`src/rtl/sobel_edge_stream_if.sv`:
```
// Pixel stream bundle for sobel_edge_stream: frame control and input pixels from the
// source, edge results and frame status back to the frame store.
interface sobel_edge_stream_if #(
  parameter int PIX_W  = 8,
  parameter int ADDR_W = 8
);
  logic              start;
  logic              in_valid;
  logic [PIX_W-1:0]  in_pixel;
  logic [PIX_W-1:0]  threshold;
  logic              busy;
  logic              out_valid;
  logic [PIX_W-1:0]  out_pixel;
  logic [ADDR_W-1:0] out_addr;
  logic              frame_done;

  modport master (
    output start, in_valid, in_pixel, threshold,
    input  busy, out_valid, out_pixel, out_addr, frame_done
  );

  modport slave (
    input  start, in_valid, in_pixel, threshold,
    output busy, out_valid, out_pixel, out_addr, frame_done
  );
endinterface

```
`src/rtl/sobel_edge_stream.sv`:
```
// Streaming 3x3 Sobel edge detector with internal line buffering, one result per pixel.
// Define SOBEL_MAG_OUT_EN for a saturated grey-level edge map instead of a binary one.
module sobel_edge_stream #(
  parameter int PIX_W  = 8,
  parameter int IMG_W  = 16,
  parameter int IMG_H  = 16,
  parameter int ADDR_W = 8
) (
  input logic clk,
  input logic rst,
  sobel_edge_stream_if.slave bus
);
  localparam int NPIX   = IMG_W * IMG_H;
  localparam int SR_LEN = 2 * IMG_W + 3;
  localparam int SW     = PIX_W + 4;

  localparam logic [ADDR_W-1:0] LAST_ADDR = ADDR_W'(NPIX - 1);
  localparam logic [ADDR_W-1:0] FIRST_CEN = ADDR_W'(IMG_W + 1);
  localparam logic [ADDR_W-1:0] FLUSH_LEN = ADDR_W'(IMG_W + 1);
  localparam logic [ADDR_W-1:0] LAST_COL  = ADDR_W'(IMG_W - 1);
  localparam logic [ADDR_W-1:0] LAST_ROW  = ADDR_W'(IMG_H - 1);
  localparam logic [SW-1:0]     PIX_MAX   = SW'({PIX_W{1'b1}});

  typedef enum logic [1:0] {S_IDLE, S_RUN, S_FLUSH} state_t;

  state_t            state_q, state_d;
  logic              accept, flush_adv, advance, emit;
  logic [ADDR_W-1:0] pix_cnt, flush_cnt;
  logic [ADDR_W-1:0] cen_addr, cen_col, cen_row;

  logic [PIX_W-1:0]  win_sr [SR_LEN];
  logic              vld_p0;
  logic [ADDR_W-1:0] addr_p0;
  logic              border_p0;

  logic signed [SW-1:0] gx_p0, gy_p0;
  logic [SW-1:0]        mag_p0;

  logic              out_valid_q, frame_done_q;
  logic [PIX_W-1:0]  out_pixel_q;
  logic [ADDR_W-1:0] out_addr_q;

  function automatic logic signed [SW-1:0] ext(input logic [PIX_W-1:0] p);
    return $signed({4'b0000, p});
  endfunction

  function automatic logic [SW-1:0] abs_val(input logic signed [SW-1:0] v);
    return v[SW-1] ? $unsigned(-v) : $unsigned(v);
  endfunction

  function automatic logic [PIX_W-1:0] edge_value(input logic [SW-1:0] mag,
                                                  input logic [PIX_W-1:0] thr,
                                                  input logic border);
    logic [PIX_W-1:0] res;
    res = '0;
    if (!border && (mag > SW'(thr))) begin
`ifdef SOBEL_MAG_OUT_EN
      res = (mag > PIX_MAX) ? {PIX_W{1'b1}} : mag[PIX_W-1:0];
`else
      res = {PIX_W{1'b1}};
`endif
    end
    return res;
  endfunction

  always_ff @(posedge clk or posedge rst) begin
    if (rst) state_q <= S_IDLE;
    else     state_q <= state_d;
  end

  // Frame-done ends FLUSH so busy drops the cycle after the last result.
  always_comb begin
    state_d   = state_q;
    accept    = 1'b0;
    flush_adv = 1'b0;
    case (state_q)
      S_IDLE: begin
        if (bus.start) state_d = S_RUN;
      end
      S_RUN: begin
        accept = bus.in_valid;
        if (accept && (pix_cnt == LAST_ADDR)) state_d = S_FLUSH;
      end
      S_FLUSH: begin
        flush_adv = (flush_cnt < FLUSH_LEN);
        if (frame_done_q) state_d = S_IDLE;
      end
      default: state_d = S_IDLE;
    endcase
  end

  assign advance = accept | flush_adv;
  // A centre exists once the window's bottom-right pixel is IMG_W+1 past it.
  assign emit    = advance && ((state_q == S_FLUSH) || (pix_cnt >= FIRST_CEN));

  always_ff @(posedge clk or posedge rst) begin
    if (rst) begin
      pix_cnt   <= '0;
      flush_cnt <= '0;
      cen_addr  <= '0;
      cen_col   <= '0;
      cen_row   <= '0;
      vld_p0    <= 1'b0;
    end else begin
      if ((state_q == S_IDLE) && bus.start) begin
        pix_cnt   <= '0;
        flush_cnt <= '0;
        cen_addr  <= '0;
        cen_col   <= '0;
        cen_row   <= '0;
      end else begin
        if (accept)    pix_cnt   <= pix_cnt + 1'b1;
        if (flush_adv) flush_cnt <= flush_cnt + 1'b1;
        if (emit) begin
          cen_addr <= cen_addr + 1'b1;
          if (cen_col == LAST_COL) begin
            cen_col <= '0;
            cen_row <= cen_row + 1'b1;
          end else begin
            cen_col <= cen_col + 1'b1;
          end
        end
      end
      vld_p0 <= emit;
    end
  end

  // Stage p0: window shift register (two lines plus three pixels) and centre tags.
  always_ff @(posedge clk or posedge rst) begin
    if (rst) begin
      for (int i = 0; i < SR_LEN; i++) win_sr[i] <= '0;
    end else if (advance) begin
      win_sr[0] <= accept ? bus.in_pixel : '0;
      for (int i = 1; i < SR_LEN; i++) win_sr[i] <= win_sr[i-1];
    end
  end

  always_ff @(posedge clk) begin
    if (emit) begin
      addr_p0   <= cen_addr;
      border_p0 <= (cen_row == '0) || (cen_row == LAST_ROW) ||
                   (cen_col == '0) || (cen_col == LAST_COL);
    end
  end

  // Taps: p9 is the newest pixel, p1 sits two lines and two pixels back.
  always_comb begin
    gx_p0 = (ext(win_sr[2*IMG_W]) + (ext(win_sr[IMG_W]) <<< 1) + ext(win_sr[0]))
          - (ext(win_sr[2*IMG_W+2]) + (ext(win_sr[IMG_W+2]) <<< 1) + ext(win_sr[2]));
    gy_p0 = (ext(win_sr[2]) + (ext(win_sr[1]) <<< 1) + ext(win_sr[0]))
          - (ext(win_sr[2*IMG_W+2]) + (ext(win_sr[2*IMG_W+1]) <<< 1) + ext(win_sr[2*IMG_W]));
    mag_p0 = abs_val(gx_p0) + abs_val(gy_p0);
  end

  // Stage p1: registered result; pixel and address hold between valid beats.
  always_ff @(posedge clk or posedge rst) begin
    if (rst) begin
      out_valid_q  <= 1'b0;
      frame_done_q <= 1'b0;
      out_pixel_q  <= '0;
      out_addr_q   <= '0;
    end else begin
      out_valid_q  <= vld_p0;
      frame_done_q <= vld_p0 && (addr_p0 == LAST_ADDR);
      if (vld_p0) begin
        out_pixel_q <= edge_value(mag_p0, bus.threshold, border_p0);
        out_addr_q  <= addr_p0;
      end
    end
  end

  assign bus.busy       = (state_q != S_IDLE);
  assign bus.out_valid  = out_valid_q;
  assign bus.out_pixel  = out_pixel_q;
  assign bus.out_addr   = out_addr_q;
  assign bus.frame_done = frame_done_q;
endmodule

```
`src/flat_wrapper.sv`:
```
// flat-port wrapper written by rule: the top's interface ports become plain ports
module sobel_edge_stream_flat 
#(
  parameter int PIX_W  = 8,
  parameter int IMG_W  = 16,
  parameter int IMG_H  = 16,
  parameter int ADDR_W = 8
)
  (clk, rst, bus_start, bus_in_valid, bus_in_pixel, bus_threshold, bus_busy, bus_out_valid, bus_out_pixel, bus_out_addr, bus_frame_done);
  sobel_edge_stream_if #(.PIX_W(PIX_W), .ADDR_W(ADDR_W)) bus_i ();
  input logic clk;
  input logic rst;
  input wire logic [$bits(bus_i.start)-1:0] bus_start;
  input wire logic [$bits(bus_i.in_valid)-1:0] bus_in_valid;
  input wire logic [$bits(bus_i.in_pixel)-1:0] bus_in_pixel;
  input wire logic [$bits(bus_i.threshold)-1:0] bus_threshold;
  output wire logic [$bits(bus_i.busy)-1:0] bus_busy;
  output wire logic [$bits(bus_i.out_valid)-1:0] bus_out_valid;
  output wire logic [$bits(bus_i.out_pixel)-1:0] bus_out_pixel;
  output wire logic [$bits(bus_i.out_addr)-1:0] bus_out_addr;
  output wire logic [$bits(bus_i.frame_done)-1:0] bus_frame_done;
  assign bus_i.start = bus_start;
  assign bus_i.in_valid = bus_in_valid;
  assign bus_i.in_pixel = bus_in_pixel;
  assign bus_i.threshold = bus_threshold;
  assign bus_busy = bus_i.busy;
  assign bus_out_valid = bus_i.out_valid;
  assign bus_out_pixel = bus_i.out_pixel;
  assign bus_out_addr = bus_i.out_addr;
  assign bus_frame_done = bus_i.frame_done;
  sobel_edge_stream #(.PIX_W(PIX_W), .IMG_W(IMG_W), .IMG_H(IMG_H), .ADDR_W(ADDR_W)) u_core (.clk(clk), .rst(rst), .bus(bus_i));
endmodule
```
`config.mk`:
```
export PLATFORM = sky130hd
export DESIGN_NAME = sobel_edge_stream_flat
export DESIGN_NICKNAME = d
export VERILOG_FILES = /design/src/rtl/sobel_edge_stream_if.sv /design/src/rtl/sobel_edge_stream.sv /design/src/flat_wrapper.sv
export SDC_FILE = /design/constraint.sdc
export NUM_CORES = 1
export LEC_CHECK = 0
export ABC_AREA = 1
export ABC_CLOCK_PERIOD_IN_PS = 30300
export BUFFER_PORTS_ARGS = -buffer_cell sky130_fd_sc_hd__buf_4
export CORE_MARGIN = 3
export CORE_UTILIZATION = 58
export CTS_BUF_LIST = sky130_fd_sc_hd__clkbuf_4
export DETAILED_ROUTE_END_ITERATION = 10
export PLACE_DENSITY = 0.75
export SLEW_MARGIN = 10
export SYNTH_ARGS = -nofsm -noshare
export SYNTH_HDL_FRONTEND = slang
export SYNTH_SLANG_ARGS = --single-unit
```
`constraint.sdc`:
```
create_clock -name clk -period 30.3 [get_ports clk]
set_input_delay 3.03 -clock clk [delete_from_list [all_inputs] [get_ports clk]]
set_output_delay 3.03 -clock clk [all_outputs]
set_load 0.01 [all_outputs]
```
======== Word level (Yosys, flattened, before mapping) ========
Index checks and enable logic that the tools add are counted.
operators by class
  $add $sub $neg .......................... 18
  order comparisons ....................... 3
  equality and inequality tests ........... 9
  mux-type cells .......................... 22
  bitwise gates (word level) .............. 1
  reduce and logical (&&, ||, !) cells .... 20
operators with widths
  cell                                                                                  count
  8-bit 2-to-1 mux                                                                      14
  12-bit by 9-bit adder with 12-bit output                                              4
  8-bit by 1-bit adder with 8-bit output (second input constant)                        5
  8-bit by 9-bit adder with 10-bit output                                               4
  12-bit 2-to-1 mux                                                                     2
  12-bit negation                                                                       2
  12-bit subtractor                                                                     2
  8-bit by 4-bit equality test with 1-bit output (second input constant)                2
  8-bit equality test (second input constant)                                           2
  8-bit logical NOT                                                                     2
  12-bit adder                                                                          1
  12-bit by 8-bit > comparator with 1-bit output                                        1
  2-bit nonzero test                                                                    5
  8-bit by 5-bit greater-or-equal comparator with 1-bit output (second input constant)  1
  8-bit by 5-bit < comparator with 1-bit output (second input constant)                 1
  2-bit 2-to-1 mux                                                                      3
  2-bit case mux with 3 select lines                                                    1
  1-bit logical AND                                                                     5
  1-bit logical OR                                                                      4
  2-bit by 1-bit inequality test with 1-bit output (second input constant)              2
  3-bit AND reduction                                                                   1
  2-bit by 1-bit equality test with 1-bit output (second input constant)                1
  2-bit equality test (second input constant)                                           1
  2-bit logical NOT                                                                     1
  other kinds (5)                                                                       6
word-level totals
  register bits after elaboration ......... 350
  input port bits ......................... 20
  output and inout port bits .............. 19

======== Logic depth before layout (Yosys ltp) ========
Gate-level depths: netlist of the first run.
  depth in word-level cells ............... 9
  depth in mapped cells ................... 44

======== Worst setup path before layout of the first run ========
OpenSTA, ideal clock, no wires.
  path kind ............................... register -> register
  from .................................... reg u_core.win_sr[1] in the netlist's numbering
  to ...................................... reg u_core.out_pixel_q[6], in the netlist u_core.bus.out_pixel[6]
  library setup time ...................... 0.117 ns
  data arrival time ....................... 5.886 ns
  required time ........................... 30.183 ns
  slack ................................... 24.297 ns
  stages on the path, launching flop included .. 43
  clock period less this slack ............ 6.003 ns
  cells stage by stage .................... dfrtp_1 > ha_1 > fa_1 > nand3_1 > nand2_1 > a21oi_1 > o21ai_0 > xnor2_1 > fa_1 > inv_1 > fa_1 > inv_1 > ha_1 > nand2_1 > nor2_1 > nand2_1 > a21oi_1 > nor2_1 > (+7 left out) > nand2_1 > nand3_1 > nand2_1 > a21oi_1 > nor2_1 > nor2_1 > xnor2_1 > ha_1 > nand2_1 > nor2_1 > a211oi_1 > a21oi_1 > nor2_1 > o21ai_0 > nor2_1 > nand3_1 > nand2_1 > nand2_1
on the way
  cells in the longest elaborated chain, start to end .. 9
  elaborated cells on any way between the ends .. 14
  classes of those cells .................. 9 x add/sub; 1 x order compare; 3 x mux; 1 x reduce/logical
RTL lines
  what                                                                line                                                source
  from (decl)                                                         sobel_edge_stream.sv:31                             logic [PIX_W-1:0] win_sr [SR_LEN];
  8-bit by 9-bit adder with 10-bit output, on equally long branches   sobel_edge_stream.sv:149, sobel_edge_stream.sv:151
  12-bit by 9-bit adder with 12-bit output, on equally long branches  sobel_edge_stream.sv:149, sobel_edge_stream.sv:151
  12-bit subtractor, on equally long branches                         sobel_edge_stream.sv:149, sobel_edge_stream.sv:151
  12-bit negation                                                     sobel_edge_stream.sv:48                             return v[SW-1] ? $unsigned(-v) : $unsigned(v);
  12-bit 2-to-1 mux                                                   sobel_edge_stream.sv:48
  12-bit adder *                                                      sobel_edge_stream.sv:152                            mag_p0 = abs_val(gx_p0) + abs_val(gy_p0);
  12-bit by 8-bit > comparator with 1-bit output *                    sobel_edge_stream.sv:56                             if (!border && (mag > SW'(thr))) begin
  1-bit logical AND *                                                 sobel_edge_stream.sv:56
  8-bit 2-to-1 mux *                                                  sobel_edge_stream.sv:56
  to (signal assigned)                                                sobel_edge_stream.sv:166                            out_pixel_q <= edge_value(mag_p0, bus.threshold, border_p0);
  to (decl)                                                           sobel_edge_stream.sv:40                             logic [PIX_W-1:0] out_pixel_q;
Every way passes the cells marked *; elsewhere a longest branch is shown, timed or not.
A chain may end at the register's enable or synchronous reset.

======== Worst setup path after layout of the first run ========
Ends and elaborated chain as after synthesis.

==> metrics, run 1 <==
status=complete, no violations; register bit total from synthesis=343; IO buf count=38; Slew Limit Fails=0; Critical Path RT=30830 ps; CP most frequent cell=nand2_1; unrepaired setup endpoints after global routing=no; Setup Viol. Count Final=0; All-Layer GR Usage=0.1996; Max-cap violations=0; Worst-Margin Slew=1054 ps; post-synthesis cell type count=41; asr flop ratio synth=0.9738; vias in the first global route=11990; largest area contributor in the netlist=dfrtp_1; Die Y=roughly 180 um; Core ar.=0.02995 sq mm; H-tree Lvls=3; Worst path max stage delay=540 ps; pin count of the biggest net entering global routing=192; first-pass GRT wire length=55.08 mm; Worst-path clk slew=70 ps; Cell Rows=63; Initial Util=0.5934; DIE WIDTH=181.1 um; WHS=449.3 ps; Worst Path Buf+Inv=4; CTS Sinks=343; cts hold-fix bufs=0; CTS tree=yes; Final period util=0.2322; final wirelength=32.17 mm; cell area after synthesis=0.01777 sq mm; pre-CTS setup slack=23330 ps; count leader, synth=dfrtp_1; Worst Setup End Kind=flip-flop; cell family with most CP delay=adder cells; Non-Filler Instances=2262; Final GP Congestion=0.8887; Final TNS setup=0 ps; post-CTS sizing=0; cts bufs inserted=87; initial DRC count=approximately 550; Max Clock Freq=about 140 MHz; area share of the largest cell type after synthesis=0.4703; Root Driver=clkbuf_4; CP max-delay cell=nor2_1; Hold Violations, Final=0; postcts setup bufs=0; initial antenna violation count=1; Final nets=1958; Setup Skew=roughly 60 ps; vias per cell=between 5 and 6; post-route setup slack=23270 ps; detailed placement HPWL=22.96 mm; Peak VDD IR=0.00002807 V; worst-skew pair later-pin latency=690 ps; critical path launch point type=flip-flop; Fillers=2350; grt ovf=0; Worst slew margin=0.2976; sequential area share after synthesis=0.4855; post-synthesis cell count=1732; Total Die Area=0.03278 sq mm; HP Class=flip-flop to flip-flop; fraction of layout cells with a size suffix above 1=0.2325; Post-synth EDFFs=9; average size of a mapped cell=10.26 sq um; Synth area leaders=dfrtp_1 (47%), mux2_2 (14%), ha_1 (6.3%); antenna-violating nets left=0; Clock Tree Buf Depth=3; CP Class=flip-flop to flip-flop; Syn Nets=1878; crit-path max FO=11; critical path arrival=7560 ps; Post-route DRC=0; warnings from Yosys=0; PwrDens=43.78 mW/mm^2; placed insts=2113; Post-synth top cells=dfrtp_1 (334), nand2_1 (291), mux2_2 (227); DR pass1 iterations=5; Post-synth top flop=dfrtp_1; area delta synth->final=9.363%; Final Critical Period=around 7000 ps; DR vias=11760; leak pwr=10.44 nW; WL/cell=~14 um; io pins=39
placed cells by master, fill, tap and decap left out, types with 4 or more instances in the layout:
cell / Yosys / final
mux2_2: 227 / 227
nand3_1: 70 / 70
inv_1: 221 / 220
clkbuf_4: 0 / 131
nor2_1: 105 / 105
ha_1: 89 / 89
edfxtp_1: 9 / 9
inv_2: 14 / 14
nand2_1: 291 / 291
nor3_1: 24 / 24
nand4_1: 17 / 17
a21oi_1: 87 / 87
xor2_1: 36 / 36
clkinv_1: 3 / 14
o21ai_1: 8 / 8
xnor2_1: 14 / 14
buf_4: 7 / 40
dfrtp_1: 334 / 334
o21bai_1: 4 / 4
o21ai_0: 58 / 58
fa_1: 37 / 37
kinds of logic after synthesis:
group	Yosys count	share of synthesized area
AO/OA/AOI/OAI	170	0.05111
XOR/XNOR	50	0.02464
adder cells (fa/ha/maj)	126	0.1043
buffers and inverters	288	0.06448
flip-flops	343	0.4855
multiplexers	227	0.1438
AND/OR/NAND/NOR	528	0.1262
worst register-to-register path, delay by kind of cell (launching register included):
kind	cells	cell delay [ps]
adders and majority gates	7	2670
and+or+nand+nor	20	2140
AOI/OAI and AO/OA	7	920
xor gates and xnor gates	3	460
DFF	1	400
buffers and inverters	4	320
state kept, by name, indices dropped and copies added (netlist names):
register               count
u_core.addr_p0             8
u_core.border_p0           1
u_core.bus.frame_done      1
u_core.bus.out_addr        8
u_core.bus.out_pixel       1
u_core.bus.out_valid       1
u_core.cen_addr            8
u_core.cen_col             8
u_core.cen_row             8
u_core.flush_cnt           8
u_core.pix_cnt             8
u_core.state_q             2
u_core.vld_p0              1
u_core.win_sr            280
through the flow:
stage | total power, W | utilization | instance area, sq um
floorplan | 0.0004755 | - | 17770
global placement | 0.0004801 | 0.6124 | 18350
detailed placement | 0.0004803 | 0.6124 | 18350
CTS | 0.0008657 | 0.6488 | 19430
global route | 0.0008926 | 0.6489 | 19440
finish | 0.0008510 | 0.6489 | 19440
final timing paths:
check / from / endpoint / slack [ps] / cells past startpoint
max: u_core.win_sr[1] / u_core.bus.out_pixel[6] / 23270 / 41
min: u_core.cen_addr[7] / u_core.addr_p0[7] / 450 / 0
max reg2reg: u_core.win_sr[1] / u_core.bus.out_pixel[6] / 23270 / 41
min reg2reg: u_core.cen_addr[7] / u_core.addr_p0[7] / 450 / 0
max in group asynchronous: rst / u_core.win_sr[22] / 26240 / 3
min in group asynchronous: rst / u_core.cen_col[5] / 2560 / 2
routing by layer:
| layer | global-route usage | up-vias | share of wire |
|---|---|---|---|
| li1 | - | 5850 | - |
| met1 | 0.2703 | 5677 | 0.47 |
| met2 | 0.3307 | 175 | 0.48 |
| met3 | 0.03725 | 55 | 0.033 |
| met4 | 0.06246 | 0 | 0.018 |
| met5 | 0 | - | 0 |
cell type report:
class / count / area [sq um] / share of cell area
diodes: 1 / 2.502 / 0.0001287
clock buffers: 131 / 983.4 / 0.05060
clock inverters: 17 / 106.4 / 0.005472
inverters: 238 / 900.9 / 0.04635
multi-input cells: 1101 / 8008 / 0.4120
flip-flops and latches: 343 / 8628 / 0.4439
well taps: 390 / 488.0 / 0.02510
repair buffers: 41 / 320.3 / 0.01648
power breakdown:
part / switching, W / internal [W]
Clock: 0.000175 / 0.000205
Sequential: 0 / 0.000459
Combinational: 0.00000929 / 0.00000227
(Power assumes the default switching activity.)
==> run 2: changes to the inputs <==
--- a/config.mk
+++ b/config.mk
@@ -6,7 +6,7 @@
 export NUM_CORES = 1
 export LEC_CHECK = 0
 export ABC_AREA = 1
-export ABC_CLOCK_PERIOD_IN_PS = 30300
+export ABC_CLOCK_PERIOD_IN_PS = 7050
 export BUFFER_PORTS_ARGS = -buffer_cell sky130_fd_sc_hd__buf_4
 export CORE_MARGIN = 3
 export CORE_UTILIZATION = 58
==> constraint.sdc (replaced) <==
create_clock -name clk -period 7.05 [get_ports clk]
set_input_delay 0.705 -clock clk [delete_from_list [all_inputs] [get_ports clk]]
set_output_delay 0.705 -clock clk [all_outputs]
set_load 0.01 [all_outputs]
==> run 2 against run 1 <==
  * Largest power group unchanged
  * Critical path type unchanged
  * Wire length grew 0.80%
  * Critical path depth shrank 3
  * Clock-buffer cell count shrank 11
  * Sequential share of layout area is essentially flat
  * Setup slack lost 23000 ps
  * Die area is the same
  * Global-route usage grew 0.17 points
  * Sequential power grew to 4.3 times the previous value
==> metrics, run 2 (synthesized netlist as in run 1, its figures left out) <==
status=complete, no violations; Die Y=181.1 um; Initial Util=0.5934; antenna-violating nets left=0; area occupied by multi-input gates=0.008036 sq mm; DIE WIDTH=181.1 um; Worst-Margin Slew=1054 ps; Final nets=slightly below 2000; Reg area=0.008628 sq mm; initial DRC count=737; grt ovf=0; CP most frequent cell=nand2_1; DR vias=11870; vias per cell=5.264; WL/cell=14.39 um; Max Clock Freq=between 150 and 200 MHz; Reg with most FFs=u_core.win_sr; Total Die Area=0.03278 sq mm; first-pass GRT wire length=55.66 mm; vias in the first global route=11960; critical path arrival=~7000 ps; pin count of the biggest net entering global routing=roughly 210; Clock Tree Buf Depth=3; Sw Ratio=0.2196; detailed placement HPWL=22.86 mm; HP Class=primary input to flip-flop; most common cell after layout, fill and taps aside=dfrtp_1; max reg flops=280; Logic pwr share=0.014; IO buf count=38; Worst slew margin=0.2970; P_int=between 0.002 and 0.003 W; All-Layer GR Usage=0.2013; Fillers=2393; area delta synth->final=9.483%; leak pwr=10.41 nW; initial antenna violation count=1; io pins=39; crit-path max FO=10; Post-route DRC=0; fraction of layout cells with a size suffix above 1=0.2340; Worst-path clk slew=70 ps; Setup Viol. Count Final=0; PwrDens=186.9 mW/mm^2; Final GP Congestion=0.8622; Worst path max stage delay=510 ps; Critical Path RT=7590 ps; Psw=0.0007986 W; clock network power share=0.443; Worst R2R Path Depth=38; commonest non-fill, non-tap cells in the layout=dfrtp_1 (334), nand2_1 (291), mux2_2 (227); Cell Rows=63; unrepaired setup endpoints after global routing=no; CTS tree=yes; Final Critical Period=6459 ps; Layout Utilization=0.6496; Slew Limit Fails=0; CP Class=flip-flop to flip-flop; Final period util=0.9162; H-tree Lvls=3; worst-skew pair later-pin latency=700 ps; Core ar.=0.02995 sq mm; Worst Setup End Kind=flip-flop; critical path launch point type=flip-flop; hold depth=3; DR pass1 iterations=7; CP max-delay cell=fa_1; Setup Skew=roughly 65 ps; cts bufs inserted=86; CTS Sinks=343; Seq pwr share=0.543; Final TNS setup=0 ps; final wirelength=32.43 mm; Hold Violations, Final=0; Root Driver=clkbuf_4; Max-cap violations=0; post-route setup slack=591.0 ps; pre-CTS setup slack=398.8 ps; Peak VDD IR=0.0001363 V; cts hold-fix bufs=0
==> run 2: changes by cell type in the layout (fill, tap and decap cells not counted), sizes merged <==
cell / delta
clkbuf: -11
buf: +3
clkinv: -3
clkinvlp: +2
bufinv: +1
==> run 2: what timing repair did <==
item | 4_1_cts | 5_1_grt
setup buffers | 0 | 2
resized for setup | 0 | 10
endpoints found under the setup margin | 0 | 1
hold endpoints to repair | 0 | 0
==> run 2: power groups by stage <==
stage,combinational (W),clock (W),sequential (W)
after global placement,0.0000538,0,0.00201
after global routing,0.0000613,0.00178,0.00197
after detailed placement,0.0000548,0,0.00201
after CTS,0.0000551,0.00168,0.00197
final,0.0000518,0.00161,0.00197
after floorplan,0.0000315,0,0.00201
==> run 2: path summary, 6_finish.rpt <==
kind                                    start                 endpoint  slack, ps
max reg2reg                  u_core.win_sr[1]  u_core.bus.out_pixel[6]        590
max                          u_core.win_sr[1]  u_core.bus.out_pixel[6]        590
min                           bus_in_pixel[4]       u_core.win_sr[276]        250
max in group asynchronous                 rst       u_core.win_sr[174]       5360
min in group asynchronous                 rst     u_core.bus.out_valid        290
min reg2reg                u_core.cen_addr[7]        u_core.addr_p0[7]        450
==> run 2: stage by stage <==
step                      hold WS [ps]  area (sq um)  power (W)  cells
after floorplan                  351.9         17780   0.002044   1732
after global placement           429.0         18370   0.002065   2114
after detailed placement         435.5         18370   0.002066   2114
after CTS                        193.6         19410   0.003707   2251
after global routing             206.4         19460   0.003816   2254
final                            250.1         19460   0.003636   2254
==> run 2: critical path: cells and delay by family (launching register included) <==
family          cells  cell delay (ps)
compound gates      8             1130
fa+ha+maj           7             2620
simple gates       17             1470
xor+xnor            3              460
flops               1              410
buf+inv             3              260
==> run 2: final cells by class <==
cell class | instances | share of cell area
antenna | 1 | 0.0001286
sequential | 343 | 0.4434
tap | 390 | 0.02508
timing repair buffer | 44 | 0.01890
clock buffer | 120 | 0.04630
clock inverter | 17 | 0.007073
multi-input combinational | 1101 | 0.4130
inverter | 238 | 0.04610
==> run 2: layer usage <==
metal | GRT usage | vias to the layer above | part of all wire
li1 | - | 5858 | -
met3 | 0.03745 | 61 | 0.040
met2 | 0.3277 | 223 | 0.48
met4 | 0.06642 | 0 | 0.021
met1 | 0.2761 | 5724 | 0.46
met5 | 0 | - | 0
==> run 3: changes to the inputs <==
--- a/config.mk
+++ b/config.mk
@@ -13,6 +13,7 @@
 export CTS_BUF_LIST = sky130_fd_sc_hd__clkbuf_4
 export DETAILED_ROUTE_END_ITERATION = 10
 export PLACE_DENSITY = 0.75
+export RECOVER_POWER = 100
 export SLEW_MARGIN = 10
 export SYNTH_ARGS = -nofsm -noshare
 export SYNTH_HDL_FRONTEND = slang
==> run 3 against run 2 <==
  * The run now ends with capacitance limit, slew limit left
  * Cell area decreased by 0.82%
  * Core utilization down 0.53 points
  * Register-to-register slack about the same
  * Critical path type unchanged
  * Fmax about the same
  * Global-route usage stayed put
  * Flip-flop and latch count is the same
  * Sequential share of layout area up 0.37 points
==> metrics, run 3 (synthesized netlist as in run 1, its figures left out) <==
antenna-violating nets left=0; critical path arrival=about 7000 ps; Cell Rows=63; DR vias=about 12000; critical path launch point type=flip-flop; cts hold-fix bufs=0; WL/cell=~14 um; fraction of layout cells with a size suffix above 1=0.2190; Max-cap violations=4; Core ar.=~0.030 sq mm; Critical Path RT=7590 ps; P_int=~0.0028 W; initial DRC count=743; area delta synth->final=8.581%; vias in the first global route=11960; Total Die Area=~0.033 sq mm; Final period util=0.9167; initial antenna violation count=1; Final nets=1960; Peak VDD IR=~0.00014 V; Logic pwr share=0.014; failing checks=capacitance limit, slew limit; DR pass1 iterations=8; All-Layer GR Usage=0.2013; Slew Limit Fails=663; max reg flops=280; unrepaired setup endpoints after global routing=no; Clock Tree Buf Depth=3; total power=0.003636 W; worst-skew pair later-pin latency=710 ps; Worst path max stage delay=510 ps; detailed placement HPWL=22.86 mm; CP most frequent cell=nand2_1; Max Clock Freq=154.7 MHz; Sw Ratio=0.2199; Die Y=181.1 um; Final GP Congestion=0.8622; most common cell after layout, fill and taps aside=dfrtp_1; CP max-delay cell=fa_1; IO buf count=38; Final TNS setup=0 ps; Final Critical Period=6463 ps; Setup Skew=around 67 ps; crit-path max FO=10; Initial Util=0.5934; vias per cell=5.260; Worst slew margin=-2.137; PwrDens=188.4 mW/mm^2; Worst-Margin Slew=4705 ps; cts bufs inserted=86; CP Class=flip-flop to flip-flop; Seq pwr share=0.543; clock network power share=0.443; DIE WIDTH=181.1 um; pin count of the biggest net entering global routing=207; Worst-path clk slew=approximately 60 ps; Reg with most FFs=u_core.win_sr; R2R setup slack=590 ps; Worst Setup End Kind=flip-flop; status=finished with violations; grt ovf=0; Root Driver=clkbuf_4; final wirelength=32.48 mm; first-pass GRT wire length=roughly 56 mm; Post-route DRC=0; Setup Viol. Count Final=0; H-tree Lvls=3; CTS Sinks=343; leak pwr=between 10 and 15 nW; HP Class=primary input to flip-flop; Hold Violations, Final=0; io pins=39; CTS tree=yes; Psw=between 0.0007 and 0.0008 W; commonest non-fill, non-tap cells in the layout=dfrtp_1 (334), nand2_1 (295), mux2_2 (227)
run 3: changes by cell type in the layout (fill, tap and decap cells not counted), sizes merged:
cell    before  now
clkbuf     120  142
inv        235  234
buf         44   22
clkinv      15   16
run 3: timing repair:
action	CTS	global route
setup endpoints to repair	0	1
buffers inserted	0	2
gates resized for setup	0	10
run 3: metrics by stage:
stage / cell area, sq um / hold slack [ps] / cells / util / worst slack, ps
5_1_grt: 19300 / 206.7 / 2254 / 0.6443 / 9.862
3_3_place_gp: 18370 / 429.0 / 2114 / 0.6134 / 611.9
6_report: 19300 / 248.2 / 2254 / 0.6443 / 587.0
4_1_cts: 19410 / 193.6 / 2251 / 0.6481 / 385.8
2_1_floorplan: 17780 / 351.9 / 1732 / - / 1047
3_5_place_dp: 18370 / 435.5 / 2114 / 0.6134 / 398.8
run 3: final timing paths:
check | from | to | cells after the start
worst min-delay path | bus_in_pixel[4] | u_core.win_sr[276] | 3
worst max-delay path | u_core.win_sr[128] | u_core.bus.out_pixel[6] | 38
worst min register to register | u_core.cen_addr[7] | u_core.addr_p0[7] | 0
min in group asynchronous | rst | u_core.bus.out_valid | 3
max in group asynchronous | rst | u_core.win_sr[174] | 4
worst max register to register | u_core.win_sr[128] | u_core.bus.out_pixel[6] | 38
run 3: worst max-delay path, delay by kind of cell, from the launching register on:
kind                       cells  cell delay [ps]
buffers and inverters          3              260
AOI/OAI and AO/OA              8             1130
and+or+nand+nor               17             1470
DFF                            1              410
xor gates and xnor gates       3              460
adders and majority gates      7             2610
run 3: power groups by stage:
stage	logic [W]	registers, W	clock network, W
final	0.0000495	0.00198	0.00161
after global routing	0.0000589	0.00197	0.00178
after CTS	0.0000551	0.00197	0.00168
after detailed placement	0.0000548	0.00201	0
after global placement	0.0000538	0.00201	0
after floorplan	0.0000315	0.00201	0
run 3: per-layer routing:
layer,vias up,wire length (um),global-route usage
met3,54,1336,0.03745
met5,-,0,0
li1,5867,-,-
met1,5733,14990,0.2761
met2,202,15500,0.3277
met4,0,646,0.06642
run 3: layout make-up:
cell class	count	area [sq um]
inverters	238	894.6
multi-input cells	1101	7986
flip-flops and latches	343	8628
clock buffers	120	900.9
clock inverters	17	137.6
fillers	2418	10660
repair buffers	44	260.3
well taps	390	488.0
diodes	1	2.502
